===== src/rtl/inv_shift_rows_stream.sv =====
// Byte-serial AES InvShiftRows stage: collects 16-byte states into a ping-pong
// buffer and replays each state in InvShiftRows byte order at 1 byte/cycle.
module inv_shift_rows_stream #(
    parameter int DATA_W = 8
) (
    input  logic              clk,
    input  logic              rst,
    input  logic              s_valid,
    output logic              s_ready,
    input  logic [DATA_W-1:0] s_data,
    input  logic              s_last,
    output logic              m_valid,
    input  logic              m_ready,
    output logic [DATA_W-1:0] m_data,
    output logic              m_last,
    output logic              err
);

    logic [DATA_W-1:0] bank_q [2][16];
    logic [DATA_W-1:0] bank_d [2][16];
    logic [1:0]        full_q, full_d;
    logic              wb_q, wb_d;
    logic              rb_q, rb_d;
    logic [3:0]        wcnt_q, wcnt_d;
    logic [3:0]        rcnt_q, rcnt_d;
    logic              err_q, err_d;
    logic              s_fire_s;
    logic              m_fire_s;

    // Output byte j = 4c + r comes from input byte 4*((c - r) mod 4) + r.
    function automatic logic [3:0] src_index(input logic [3:0] j);
        logic [1:0] row;
        logic [1:0] col;
        row = j[1:0];
        col = j[3:2] - j[1:0];
        return {col, row};
    endfunction

    assign s_ready  = !full_q[wb_q];
    assign m_valid  = full_q[rb_q];
    assign m_data   = bank_q[rb_q][src_index(rcnt_q)];
    assign m_last   = full_q[rb_q] && (rcnt_q == 4'd15);
    assign err      = err_q;
    assign s_fire_s = s_valid && !full_q[wb_q];
    assign m_fire_s = full_q[rb_q] && m_ready;

    // Next-state for both buffer sides; a write and a read always target
    // different banks because one needs full clear and the other full set.
    always_comb begin
        bank_d = bank_q;
        full_d = full_q;
        wb_d   = wb_q;
        rb_d   = rb_q;
        wcnt_d = wcnt_q;
        rcnt_d = rcnt_q;
        err_d  = 1'b0;

        if (s_fire_s) begin
            bank_d[wb_q][wcnt_q] = s_data;
            if (wcnt_q == 4'd15) begin
                full_d[wb_q] = 1'b1;
                wb_d         = !wb_q;
                wcnt_d       = 4'd0;
                err_d        = !s_last;
            end else if (s_last) begin
                wcnt_d = 4'd0;
                err_d  = 1'b1;
            end else begin
                wcnt_d = wcnt_q + 4'd1;
            end
        end else begin
            wcnt_d = wcnt_q;
        end

        if (m_fire_s) begin
            if (rcnt_q == 4'd15) begin
                full_d[rb_q] = 1'b0;
                rb_d         = !rb_q;
                rcnt_d       = 4'd0;
            end else begin
                rcnt_d = rcnt_q + 4'd1;
            end
        end else begin
            rcnt_d = rcnt_q;
        end
    end

    // State registers; reset wipes stored data so nothing stale can leak out.
    always_ff @(posedge clk or posedge rst) begin
        if (rst) begin
            for (int b = 0; b < 2; b++) begin
                for (int i = 0; i < 16; i++) begin
                    bank_q[b][i] <= '0;
                end
            end
            full_q <= 2'b00;
            wb_q   <= 1'b0;
            rb_q   <= 1'b0;
            wcnt_q <= 4'd0;
            rcnt_q <= 4'd0;
            err_q  <= 1'b0;
        end else begin
            bank_q <= bank_d;
            full_q <= full_d;
            wb_q   <= wb_d;
            rb_q   <= rb_d;
            wcnt_q <= wcnt_d;
            rcnt_q <= rcnt_d;
            err_q  <= err_d;
        end
    end

endmodule


===== config.mk =====
export PLATFORM = sky130hd
export DESIGN_NAME = inv_shift_rows_stream
export DESIGN_NICKNAME = d
export VERILOG_FILES = /design/src/rtl/inv_shift_rows_stream.sv
export SDC_FILE = /design/constraint.sdc
export NUM_CORES = 1
export LEC_CHECK = 0
export CAP_MARGIN = 20
export CORE_AREA = 2 2 155 157
export DETAILED_ROUTE_END_ITERATION = 16
export DIE_AREA = 0 0 157 159
export PLACE_DENSITY = 0.71
export SLEW_MARGIN = 20
export SYNTH_ARGS = -nofsm -noshare
export SYNTH_HDL_FRONTEND = slang
export SYNTH_SLANG_ARGS = --single-unit

===== constraint.sdc =====
create_clock -name clk -period 12.66 [get_ports clk]
set_input_delay 2.532 -clock clk [delete_from_list [all_inputs] [get_ports clk]]
set_output_delay 2.532 -clock clk [all_outputs]
set_load 0.005 [all_outputs]

==> After elaboration in Yosys (flattened, before gate mapping) <==
Cells that the tools add are included.
{ "totals": {"register_bits": 269, "in_bits": 13, "word_cells": 102} }
{ "op_classes": {"n_lt_le_gt_ge": 10, "muxes": 29, "addsub": 3, "n_reduce_logical": 13, "bitwise": 7, "n_eq_ne": 2} }
{ "ops": {"columns": ["operator", "count"], "rows": [
  ["$mux W128", 4],
  ["$bwmux W256", 1],
  ["$demux W128 S1", 1],
  ["$bmux W8 S4", 1],
  ["$demux W8 S4", 1],
  ["$mux W8", 3],
  ["$mux W4", 3],
  ["$ge A5 B5 Y1 const B", 2],
  ["$not A4 Y5", 2],
  ["$mux W1", 9],
  ["$add A4 B1 Y4 const B", 2],
  ["$eq A4 B4 Y1 const B", 2],
  ["$mux W2", 4],
  ["$logic_and A1 B1 Y1", 7],
  ["$lt A5 B1 Y1 const B", 1],
  ["$ge A2 B2 Y1 const B", 2],
  ["$logic_not A1 Y1", 4],
  ["$lt A1 B2 Y1 const B", 2],
  ["$not A1 Y2", 2],
  ["$reduce_and A2 Y1", 2],
  ["$and A2 B2 Y2", 1],
  ["$demux W1 S1", 2],
  ["$ge A1 B1 Y1 const B", 2],
  ["$lt A2 B1 Y1 const B", 1],
  ["3 further kinds", 3]
]} }

==> Logic depth before layout (Yosys ltp) <==
{ "depth": {"word_depth": 10, "depth_mapped": 9, "depth_no_buf": 7} }

==> Worst setup path before layout <==
No wires, ideal clock.
{ "synth_timing": {"path_kind": "reg2out", "start": "register rcnt_q[2]", "end": "output port m_data[5]", "stages_incl_launch_ff": 9, "setup_slack_ns": 8.336, "t_arrival_ns": 1.792, "path_cell_list": "dfrtp_1 inv_1 ha_1 clkbuf_1 buf_1 a221oi_1 nand2_1 and3_1 nor3_1"} }
{ "synth_via": {"elab_chain_cells": 5} }
{ "synth_lines": {"columns": ["item", "line_no", "source"], "rows": [
  ["from (decl)", "25", "logic [3:0] rcnt_q, rcnt_d;"],
  ["from (signal assigned)", "108", "rcnt_q <= rcnt_d;"],
  ["$sub A2 B2 Y2", "35", "col = j[3:2] - j[1:0];"],
  ["$not A4 Y5 (not written as such)", "41", "assign m_data = bank_q[rb_q][src_index(rcnt_q)];"],
  ["$bmux W8 S4", "41", null],
  ["$mux W8 (not written as such) (2 in a row)", "41", null],
  ["to (decl)", "14", "output logic [DATA_W-1:0] m_data,"]
]} }
Every way passes these cells. The select of a mux whose other input is x is not followed.

==> Worst setup path after layout <==
{ "layout_timing": {"start": "register rcnt_q[1]", "end": "output port m_data[0]"} }
{ "layout_via": {"elab_chain_cells": 5} }
{ "layout_lines": {"columns": ["item", "line_no"], "rows": [
  ["$sub A2 B2 Y2", "35"],
  ["$not A4 Y5 (not written as such) *", "41"],
  ["$bmux W8 S4 *", "41"],
  ["$mux W8 (not written as such) * (2 in a row)", "41"]
]} }
Mark *: on every way between the ends. The rest lies on a longest branch, timed or not. The select of a mux whose other input is x is not followed.

==> out/qor.yml <==
wl_per_cell_um: 24.0
clkSinkCount: 269
critPathSlowestCell: "buf_4"
yosysWarnings: 0
busiest_layer: "met2"
grt_use_total: 0.244
p_per_area_nw_per_um2: 150
use_met2: 0.381
cts_setup_buffers: 0
crit_path_start_kind: "flip-flop"
period_share: 0.515
grt-ovfl-total: 0
fmax_mhz: 153
antenna_found_initial: 0
fin_tns_setup_ps: 0
gp_congestion: 0.880
slew_headroom: 0.364
clk_latency_ps: 550
critPathMaxFanout: 46
cts-root-buf: "clkbuf_16"
vias: 7325
routed_wl_mm: 29.1
synth_ff_type: "dfrtp_1"
final_util: 0.607
syn-num-nets: 887
hold_violations: 0
fp-row-count: 56
syn_to_final_growth_pct: 11.6
cts_buffer_depth: 3
vias_per_cell: 6.06
drtPass1Iterations: 4
met3_usage: 0.0425
ir_worst_vdd_v: 0.000102
max_slew.worst_pin.slew_ps: 954
rsz0062_at_grt: "no"
power_w: 0.00211
slew_violations: 0
grt_first_pass_wirelength_mm: 46.5
setup_viol: 0
cap_violations: 0
fp.dieArea_sq_um: 25000
whs_ps: 498
crit_chain: "buf_4, mux4_2, a22oi_1, nand2_1, a21oi_1, nor3_1, clkdlybuf4s50_1"
synth-seq-area-share: 0.534
ant_nets: 0
numCtsBuffers: 28
ys_ff_latch: 269
syn_area_per_cell_sq_um: 14.5
grt_max_degree: 106
n_antenna_cell: 0
hpwlAfterDp_mm: 19.3
post-route-min-period_ps: 6530
synth_edf_count: 0
drt_iter0_drc: 480
drc: 0
placed_cell_area_sq_um: 13000
ctsResizeCount: 0
nNetsFinal: 889
ys_types: 43
async_flop_share: 1.00
htreeDepth: 1
design_area_sq_um: 14100
cts_tree: "yes"
critPathArrivalTime_ps: 3990
cts_hold_buf: 0
leakage_nw: 6.42
worstHoldPathType: "flip-flop to flip-flop"
outcome: "completed"
critPathMaxStageDelay_ps: 740
fin_skew_ps: 12.4
die_width_um: 157
crit_required_ps: 10130
syn_inst: 868
initial_core_util: 0.544
core_area_sq_um: 23200
first_global_vias: 7757
port_buffers: 24
clkTransAtPathRegs_ps: 60
drive_gt1_frac: 0.431
met1_usage: 0.361
die_y_um: 159
cp-end-kind: "output port"
num_io_pins: 25
syn_area_sq_um: 12600
crit_type: "flip-flop to output port"
routing by layer:
metal	vias up	routed length, um
met5	-	0
met4	0	699
met3	49	1320
met2	157	14000
met1	3906	13100
li1	3213	-
flip-flops by register name, summed over array words and instances, names as in the netlist:
signal and cells:
err 1, full_q 2, wcnt_q 4, wb_q 1, bank_q 256, rcnt_q 4
rb_q 1
worst max-delay path: cells and delay by family (launching register included):
kind	cells	cell delay [ps]
AND/OR/NAND/NOR	2	210
AO/OA/AOI/OAI	2	730
buffers and inverters	2	1200
multiplexers	1	620
flip-flops	1	660
final cells by class:
cell class,instances,area [sq um]
tap,319,399
multi-input combinational,531,5560
sequential,269,6740
timing repair buffer,35,322
clock buffer,40,827
fill,1756,9120
inverter,5,26.3
clock inverter,10,203
path summary, 6_finish.rpt:
| kind | slack (ps) | cells past startpoint | startpoint | end |
|---|---|---|---|---|
| hold / removal | 500 | 1 | bank_q[101] | bank_q[101] |
| setup / recovery | 6130 | 7 | rcnt_q[1] | m_data[0] |
| hold reg to reg | 500 | 1 | bank_q[101] | bank_q[101] |
| setup reg to reg | 10120 | 4 | wb_q | bank_q[193] |
| min in group asynchronous | 2510 | 2 | rst | bank_q[73] |
| max in group asynchronous | 8720 | 3 | rst | bank_q[109] |
cells in the final DEF, fill, tap and decap left out, drive strengths merged, types with 6 or more instances in the layout:
cell type and count:
bufinv 6, ha 6, mux4 48, a221oi 8, nand3 6, nand2b 6, dfrtp 269, a22oi 24
nor2 23, mux2 259, nor3 11, a21oi 8, mux2i 33, clkbuf 40, and3 8, nor3b 8
buf 12, o211ai 8, clkdlybuf4s50 23, nand2 44
report_power, final:
group	total [W]	internal, W	switching, W
registers	0.000965	0.000929	0.0000361
logic	0.000237	0.000123	0.000114
clock network	0.000904	0.000573	0.000330
total	0.00211	0.00163	0.000480
stage by stage:
step                worst slack (ps)  instances
global route                    6010       1209
global placement                6530       1159
floorplan                       2720        868
detailed placement              6510       1159
CTS                             5910       1209
finish                          6130       1209
cells by family after synthesis:
group | Yosys count | synth area share
compound gates | 57 | 0.0323
xor+xnor | 5 | 0.00347
fa+ha+maj | 6 | 0.00595
buf+inv | 68 | 0.0253
flops | 269 | 0.534
mux | 340 | 0.346
simple gates | 123 | 0.0532
cell usage after synthesis, drive strengths merged (8+ instances only):
master	n	share of area
nor3	11	0.0062
a22oi	24	0.014
a221oi	8	0.0056
nor3b	8	0.0048
mux2i	33	0.026
mux4	48	0.086
mux2	259	0.23
buf	25	0.013
nor2	23	0.0096
nand2	44	0.014
a21oi	8	0.0032
clkbuf	38	0.011
o211ai	8	0.0048
and3	8	0.0040
dfrtp	269	0.53
(Power assumes the default switching activity.)
